===== config.mk =====
export PLATFORM = sky130hd
export DESIGN_NAME = rtc_alrm_core_flat
export DESIGN_NICKNAME = d
export VERILOG_FILES = /design/src/rtl/rtc_alrm_core_pkg.sv /design/src/rtl/rtc_alrm_core_if.sv /design/src/rtl/rtc_alrm_chan.sv /design/src/rtl/rtc_alrm_core.sv /design/src/flat_wrapper.sv
export SDC_FILE = /design/constraint.sdc
export NUM_CORES = 1
export LEC_CHECK = 0
export CORE_MARGIN = 2
export CORE_UTILIZATION = 33
export DETAILED_ROUTE_END_ITERATION = 10
export PLACE_DENSITY = 0.62
export SYNTH_ARGS = -nofsm -noshare
export SYNTH_HDL_FRONTEND = slang
export SYNTH_SLANG_ARGS = --single-unit

===== constraint.sdc =====
create_clock -name clk_i -period 16.7 [get_ports clk_i]
set_clock_uncertainty 0.05 [all_clocks]
set_input_delay 1.67 -clock clk_i [delete_from_list [all_inputs] [get_ports clk_i]]
set_output_delay 1.67 -clock clk_i [all_outputs]
set_load 0.02 [all_outputs]

===== src/rtl/rtc_alrm_core_pkg.sv =====
// Shared constants and types for the RTC alarm core: ista bit positions and alarm mode.
package rtc_pkg;

  localparam int RTC_ISTA_TICK      = 0;
  localparam int RTC_ISTA_OV        = 1;
  localparam int RTC_ISTA_ALRM_BASE = 2;

  typedef enum logic {
    ALRM_ONESHOT  = 1'b0,
    ALRM_PERIODIC = 1'b1
  } alrm_mode_e;

  // A zero reload period means the channel fires once and disarms.
  function automatic alrm_mode_e alrm_mode_of(input logic prd_is_zero);
    return prd_is_zero ? ALRM_ONESHOT : ALRM_PERIODIC;
  endfunction

endpackage


===== src/rtl/rtc_alrm_core_if.sv =====
// Flat strobe bus between the APB register wrapper (master) and the counting core (slave).
// Strobes carry no handshake: every asserted strobe is consumed at the next clock edge.
interface rtc_alrm_core_if #(
  parameter int CNT_WIDTH  = 32,
  parameter int PSCR_WIDTH = 20,
  parameter int NUM_ALRM   = 4
);
  localparam int SEL_WIDTH  = (NUM_ALRM > 1) ? $clog2(NUM_ALRM) : 1;
  localparam int ISTA_WIDTH = NUM_ALRM + 2;

  logic                  en_i;
  logic [PSCR_WIDTH-1:0] pscr_i;
  logic                  cnt_wr_i;
  logic [CNT_WIDTH-1:0]  cnt_wdata_i;
  logic                  alrm_wr_i;
  logic [SEL_WIDTH-1:0]  alrm_sel_i;
  logic [CNT_WIDTH-1:0]  alrm_cmp_i;
  logic [CNT_WIDTH-1:0]  alrm_prd_i;
  logic                  alrm_arm_i;
  logic [ISTA_WIDTH-1:0] ie_i;
  logic [ISTA_WIDTH-1:0] clr_i;
  logic [CNT_WIDTH-1:0]  cnt_o;
  logic                  tick_o;
  logic [NUM_ALRM-1:0]   armed_o;
  logic [ISTA_WIDTH-1:0] ista_o;
  logic                  irq_o;

  modport master (
    output en_i, pscr_i, cnt_wr_i, cnt_wdata_i, alrm_wr_i, alrm_sel_i,
           alrm_cmp_i, alrm_prd_i, alrm_arm_i, ie_i, clr_i,
    input  cnt_o, tick_o, armed_o, ista_o, irq_o
  );

  modport slave (
    input  en_i, pscr_i, cnt_wr_i, cnt_wdata_i, alrm_wr_i, alrm_sel_i,
           alrm_cmp_i, alrm_prd_i, alrm_arm_i, ie_i, clr_i,
    output cnt_o, tick_o, armed_o, ista_o, irq_o
  );

endinterface


===== src/rtl/rtc_alrm_chan.sv =====
// One alarm channel: compare value, reload period and armed state, with match detection.
module rtc_alrm_chan
  import rtc_pkg::*;
#(
  parameter int CNT_WIDTH = 32
) (
  input  logic                 clk,
  input  logic                 rst,
  input  logic                 tick,
  input  logic                 load,
  input  logic [CNT_WIDTH-1:0] cnt_nxt,
  input  logic                 wr,
  input  logic [CNT_WIDTH-1:0] cmp_in,
  input  logic [CNT_WIDTH-1:0] prd_in,
  input  logic                 arm_in,
  output logic                 match,
  output logic                 armed
);

  logic [CNT_WIDTH-1:0] cmp;
  logic [CNT_WIDTH-1:0] prd;
  logic                 armed_q;
  alrm_mode_e           mode;

  assign mode  = alrm_mode_of(prd == '0);
  // A counter load or a reprogram of this channel in the same cycle suppresses the match.
  assign match = armed_q && tick && !load && !wr && (cnt_nxt == cmp);
  assign armed = armed_q;

  always_ff @(posedge clk or posedge rst) begin
    if (rst) begin
      cmp     <= '0;
      prd     <= '0;
      armed_q <= 1'b0;
    end else if (wr) begin
      cmp     <= cmp_in;
      prd     <= prd_in;
      armed_q <= arm_in;
    end else if (match) begin
      if (mode == ALRM_PERIODIC) cmp <= cmp + prd;
      else                       armed_q <= 1'b0;
    end
  end

endmodule


===== src/rtl/rtc_alrm_core.sv =====
// Real-time counter core: prescaler, free-running counter, NUM_ALRM alarm channels and sticky flags.
module rtc_alrm_core
  import rtc_pkg::*;
#(
  parameter int CNT_WIDTH  = 32,
  parameter int PSCR_WIDTH = 20,
  parameter int NUM_ALRM   = 4,
  parameter int SEL_WIDTH  = (NUM_ALRM > 1) ? $clog2(NUM_ALRM) : 1,
  parameter int ISTA_WIDTH = NUM_ALRM + 2
) (
  input logic             clk_i,
  input logic             rst_i,
  rtc_alrm_core_if.slave  bus
);

  logic [PSCR_WIDTH-1:0] psc;
  logic [CNT_WIDTH-1:0]  cnt;
  logic [CNT_WIDTH-1:0]  cnt_nxt;
  logic                  tick;
  logic                  load;
  logic                  ovf;
  logic [NUM_ALRM-1:0]   match;
  logic [NUM_ALRM-1:0]   armed;
  logic [NUM_ALRM-1:0]   wr_sel;
  logic [ISTA_WIDTH-1:0] ista;
  logic [ISTA_WIDTH-1:0] ista_set;

  // The >= compare lets a lowered divisor take effect at once without wrapping psc.
  assign tick    = bus.en_i && (psc >= bus.pscr_i);
  assign load    = bus.cnt_wr_i;
  assign cnt_nxt = cnt + CNT_WIDTH'(1);
  assign ovf     = tick && !load && (cnt == '1);

  always_ff @(posedge clk_i or posedge rst_i) begin
    if (rst_i) begin
      psc <= '0;
      cnt <= '0;
    end else if (load) begin
      psc <= '0;
      cnt <= bus.cnt_wdata_i;
    end else if (tick) begin
      psc <= '0;
      cnt <= cnt_nxt;
    end else if (bus.en_i) begin
      psc <= psc + PSCR_WIDTH'(1);
    end
  end

  for (genvar k = 0; k < NUM_ALRM; k++) begin : g_chan
    // Selects beyond NUM_ALRM-1 match no channel and are dropped.
    assign wr_sel[k] = bus.alrm_wr_i && (bus.alrm_sel_i == SEL_WIDTH'(k));

    rtc_alrm_chan #(
      .CNT_WIDTH (CNT_WIDTH)
    ) u_chan (
      .clk     (clk_i),
      .rst     (rst_i),
      .tick    (tick),
      .load    (load),
      .cnt_nxt (cnt_nxt),
      .wr      (wr_sel[k]),
      .cmp_in  (bus.alrm_cmp_i),
      .prd_in  (bus.alrm_prd_i),
      .arm_in  (bus.alrm_arm_i),
      .match   (match[k]),
      .armed   (armed[k])
    );
  end

  always_comb begin
    ista_set = '0;
    ista_set[RTC_ISTA_TICK] = tick;
    ista_set[RTC_ISTA_OV]   = ovf;
    ista_set[RTC_ISTA_ALRM_BASE +: NUM_ALRM] = match;
  end

  // Set wins over a simultaneous clear.
  always_ff @(posedge clk_i or posedge rst_i) begin
    if (rst_i) ista <= '0;
    else       ista <= (ista & ~bus.clr_i) | ista_set;
  end

  assign bus.cnt_o   = cnt;
  assign bus.tick_o  = tick;
  assign bus.armed_o = armed;
  assign bus.ista_o  = ista;
  assign bus.irq_o   = |(ista & bus.ie_i);

endmodule


===== src/flat_wrapper.sv =====
// flat-port wrapper written by rule: the top's interface ports become plain ports
module rtc_alrm_core_flat import rtc_pkg::*;
#(
  parameter int CNT_WIDTH  = 32,
  parameter int PSCR_WIDTH = 20,
  parameter int NUM_ALRM   = 4,
  parameter int SEL_WIDTH  = (NUM_ALRM > 1) ? $clog2(NUM_ALRM) : 1,
  parameter int ISTA_WIDTH = NUM_ALRM + 2
)
  (clk_i, rst_i, bus_en_i, bus_pscr_i, bus_cnt_wr_i, bus_cnt_wdata_i, bus_alrm_wr_i, bus_alrm_sel_i, bus_alrm_cmp_i, bus_alrm_prd_i, bus_alrm_arm_i, bus_ie_i, bus_clr_i, bus_cnt_o, bus_tick_o, bus_armed_o, bus_ista_o, bus_irq_o);
  rtc_alrm_core_if #(.CNT_WIDTH(CNT_WIDTH), .PSCR_WIDTH(PSCR_WIDTH), .NUM_ALRM(NUM_ALRM)) bus_i ();
  input logic clk_i;
  input logic rst_i;
  input wire logic [$bits(bus_i.en_i)-1:0] bus_en_i;
  input wire logic [$bits(bus_i.pscr_i)-1:0] bus_pscr_i;
  input wire logic [$bits(bus_i.cnt_wr_i)-1:0] bus_cnt_wr_i;
  input wire logic [$bits(bus_i.cnt_wdata_i)-1:0] bus_cnt_wdata_i;
  input wire logic [$bits(bus_i.alrm_wr_i)-1:0] bus_alrm_wr_i;
  input wire logic [$bits(bus_i.alrm_sel_i)-1:0] bus_alrm_sel_i;
  input wire logic [$bits(bus_i.alrm_cmp_i)-1:0] bus_alrm_cmp_i;
  input wire logic [$bits(bus_i.alrm_prd_i)-1:0] bus_alrm_prd_i;
  input wire logic [$bits(bus_i.alrm_arm_i)-1:0] bus_alrm_arm_i;
  input wire logic [$bits(bus_i.ie_i)-1:0] bus_ie_i;
  input wire logic [$bits(bus_i.clr_i)-1:0] bus_clr_i;
  output wire logic [$bits(bus_i.cnt_o)-1:0] bus_cnt_o;
  output wire logic [$bits(bus_i.tick_o)-1:0] bus_tick_o;
  output wire logic [$bits(bus_i.armed_o)-1:0] bus_armed_o;
  output wire logic [$bits(bus_i.ista_o)-1:0] bus_ista_o;
  output wire logic [$bits(bus_i.irq_o)-1:0] bus_irq_o;
  assign bus_i.en_i = bus_en_i;
  assign bus_i.pscr_i = bus_pscr_i;
  assign bus_i.cnt_wr_i = bus_cnt_wr_i;
  assign bus_i.cnt_wdata_i = bus_cnt_wdata_i;
  assign bus_i.alrm_wr_i = bus_alrm_wr_i;
  assign bus_i.alrm_sel_i = bus_alrm_sel_i;
  assign bus_i.alrm_cmp_i = bus_alrm_cmp_i;
  assign bus_i.alrm_prd_i = bus_alrm_prd_i;
  assign bus_i.alrm_arm_i = bus_alrm_arm_i;
  assign bus_i.ie_i = bus_ie_i;
  assign bus_i.clr_i = bus_clr_i;
  assign bus_cnt_o = bus_i.cnt_o;
  assign bus_tick_o = bus_i.tick_o;
  assign bus_armed_o = bus_i.armed_o;
  assign bus_ista_o = bus_i.ista_o;
  assign bus_irq_o = bus_i.irq_o;
  rtc_alrm_core #(.CNT_WIDTH(CNT_WIDTH), .PSCR_WIDTH(PSCR_WIDTH), .NUM_ALRM(NUM_ALRM), .SEL_WIDTH(SEL_WIDTH), .ISTA_WIDTH(ISTA_WIDTH)) u_core (.clk_i(clk_i), .rst_i(rst_i), .bus(bus_i));
endmodule

==> flow_summary.toml <==
[route]
drc_errors = 0
wl_per_cell_um = 22.2
wl_um = 90100
num_vias = 22461
dr_wl_met2_um = 39300
drtPass1Iterations = 8
met3_length_um = 7060
dr.max_layer_used = "met5"
drt_iter0_drc = 2280
viasPerCell = 5.54
final_antenna_net_count = 0
routedLengthMet1_um = 39600

[clock_network]
ctsHoldBuffers = 0
clk_path_buf_depth = 3
cts_setup_buffers = 0
numCtsBuffers = 38
cts_root_buf = "clkbuf_16"
cts_resized = 0
clk-insertion-delay-late_ns = 0.58
htreeDepth = 2
numClockSinks = 318
path_clk_slew_ns = 0.05
cts_tree = "yes"

[timing]
tightest_slew_ns = 1.25
rsz0062_at_grt = "false"
setup_tns_ns = 0
slew_violations = 0
hold_viol = 0
max_freq_ghz = 0.155
layout_setup_ws_ns = 10.25
setup_viol = 0
finalCriticalPeriod_ns = 6.45
maxSlewHeadroom_pct = 16.1
finalCritPeriodShare_pct = 38.6

[grt]
grt_pass1_wl_um = 134000
grt_max_degree = 125
grt_usage_pct = 23.5
antenna_found_initial = 2
grt_pass1_vias = 21730
grt.overflow.total = 0

[cells_and_area]
final_nets = 3352
syn_to_final_growth_pct = 16.6
regArea_sq_um = 7960
final_cell_mix = "nand2_1, dfrtp_1, o21ai_0, clkdlybuf4s50_1, xnor2_1"
final_common_cell = "nand2_1"
fin_cells = 4053
fin_util_pct = 38.7
multiInputGateArea_sq_um = 15300
layout-drive-gt1-share_pct = 4.23
fillers = 7382
design_area_sq_um = 28100
antenna_cells = 0

[synth]
synthFlopType = "dfrtp_1"
synth_mux_area_share_pct = 4.33
synth_compound_area_share_pct = 17.1
seq_area_frac_synth_pct = 33.0
synth_top_area_cell = "dfrtp_1"
synth-async-reset-ratio_pct = 100
synth_top_area_share_pct = 33.0
ys_ff_latch = 318
synthSimpleGateAreaFrac_pct = 22.8
synth_cell_type_count = 90
synth_xor_xnor_area_share_pct = 11.1
synth_area_sq_um = 24100
yosysWarnings = 0
syn-instance-count = 2955
yosys.area_share.adder_pct = 7.90
syn_avg_cell_area_sq_um = 8.17
synth-edff-count = 0
synthesis.nets = 3241
synth_top_family_by_area = "simple AND/OR/NAND/NOR gates"
ys_top_cells_by_area = "dfrtp_1, nand2_1, ha_1"

[min_path]
worstHoldPathCells = 2
hp-class = "flop to flop"

[floorplanning]
die_area_sq_um = 75300
start_util_pct = 33.2
die_h_um = 274
die_w_um = 274
core_area_sq_um = 72700
rows = 99
io_pins = 180

[pwr]
combPwrFrac_pct = 34.8
peakVddDrop_mv = 0.0506
switching_power_mw = 1.14
p_leak_nw = 12.6
seq_power_share_pct = 35.4
internal_power_mw = 1.88
swShare_pct = 37.7
p_clk_share_pct = 29.7
p_per_area_nw_per_um2 = 107

[placed_design]
place_hpwl_um = 70400
dp.cells = 3985
pre_cts_ws_ns = 10.28
gp_congestion = 1.01
portBuffers = 179
place_area_sq_um = 26800

[job]
cap_violations = 0

[worst_setup_path]
r2r_slack_ns = 10.91
startpoint = "bus_pscr_i[5]"
setup.worst_path.start_class = "input port"
r2r-start = "u_core.bus.cnt_o[5]$_DFFE_PP0P_"
slowest_stage = "clkdlybuf4s50_1"
required_ns = 14.98
crit_end = "bus_tick_o"
worstReg2RegEnd = "u_core.g_chan[1].u_chan.cmp[31]$_DFFE_PP0P_"
critPathCaptureType = "output pin"
cp_cell_sequence = "clkdlybuf4s50_1 -> inv_1 -> ha_1 -> a21o_1 -> a21o_1 -> a21o_1 -> a2111oi_0 -> a21o_1 -> nand2_1 -> buf_4 -> clkdlybuf4s50_1"
path_class = "input port to output pin"
arrival_ns = 4.73
reg2reg_depth = 12
slowest_delay_ns = 0.59
critPathMaxFanout = 31
cp_common_cell = "a21o_1"

[outcome]
status = "complete, no violations"
-- Yosys cell counts, types with 23 or more instances --
library cell	count
nand4_1	52
and3_1	34
dfrtp_1	318
xor2_1	117
nand3_1	56
nor2_1	157
nor2b_1	25
a21oi_1	160
inv_1	89
o21ai_0	240
nor4_1	63
xnor2_1	168
buf_2	23
a31oi_1	26
nand2_1	666
clkbuf_1	96
ha_1	146
mux2i_1	101
nor3_1	32
a21o_1	60
-- worst min-delay path by stage --
stage / from / to / slack (ns)
after CTS: u_core.g_chan[2].u_chan.prd[19]$_DFFE_PP0P_ / u_core.g_chan[2].u_chan.prd[19]$_DFFE_PP0P_ / 0.47
after detailed placement: u_core.g_chan[1].u_chan.prd[12]$_DFFE_PP0P_ / u_core.g_chan[1].u_chan.prd[12]$_DFFE_PP0P_ / 0.44
final: u_core.g_chan[2].u_chan.prd[10]$_DFFE_PP0P_ / u_core.g_chan[2].u_chan.prd[10]$_DFFE_PP0P_ / 0.46
after global placement: u_core.g_chan[3].u_chan.prd[19]$_DFFE_PP0P_ / u_core.g_chan[3].u_chan.prd[19]$_DFFE_PP0P_ / 0.44
after floorplan: u_core.g_chan[0].u_chan.prd[0]$_DFFE_PP0P_ / u_core.g_chan[0].u_chan.prd[0]$_DFFE_PP0P_ / 0.42
after global routing: u_core.g_chan[1].u_chan.prd[20]$_DFFE_PP0P_ / u_core.g_chan[1].u_chan.prd[20]$_DFFE_PP0P_ / 0.48
-- per-stage QoR --
stage | hold WS [ns] | power [mW]
2_1_floorplan | 0.422 | 1.78
3_3_place_gp | 0.444 | 2.11
3_5_place_dp | 0.445 | 2.11
4_1_cts | 0.466 | 3.02
5_1_grt | 0.484 | 3.19
6_report | 0.463 | 3.02
-- power by group through the flow --
stage / Clock [mW] / Sequential, mW / Combinational [mW]
after floorplan: 0 / 0.986 / 0.791
after global placement: 0 / 1.08 / 1.03
after detailed placement: 0 / 1.08 / 1.04
after CTS: 0.917 / 1.06 / 1.04
after global routing: 0.943 / 1.08 / 1.17
final: 0.898 / 1.07 / 1.05
-- area by class of cell --
| cell class | instances | area share, % |
|---|---|---|
| clock inverter | 16 | 0.823 |
| multi-input combinational | 2413 | 54.4 |
| sequential | 318 | 28.3 |
| inverter | 91 | 1.24 |
| tap | 959 | 4.26 |
| clock buffer | 52 | 3.93 |
| timing repair buffer | 204 | 7.02 |
-- per-layer routing --
layer / vias to the layer above / track usage, %
met5: - / 0
met4: 4 / 9.70
met3: 195 / 4.23
met2: 862 / 37.3
met1: 10731 / 31.4
li1: 10669 / -
-- sequential cells by signal, summed over array words and instances, names as in the netlist --
| signal | count |
|---|---|
| u_core.g_chan.u_chan.cmp | 128 |
| u_core.g_chan.u_chan.prd | 128 |
| u_core.bus.cnt_o | 32 |
| u_core.psc | 20 |
| u_core.bus.ista_o | 6 |
| u_core.g_chan.u_chan.armed | 4 |
-- worst max-delay path: cells and delay by family --
| family | cells | cell delay, ns |
|---|---|---|
| simple gates | 1 | 0.08 |
| compound gates | 5 | 1.32 |
| fa+ha+maj | 1 | 0.31 |
| buf+inv | 4 | 1.35 |
-- logic make-up (layout without fill, tap and decap cells) --
logic type,Yosys count,count (layout)
AND/OR/NAND/NOR,1198,1198
AO/OA/AOI/OAI,668,668
flip-flops,318,318
XOR/XNOR,293,293
buffers and inverters,224,363
adder cells (fa/ha/maj),150,150
multiplexers,104,104
Power figures use the tool's default switching activity.
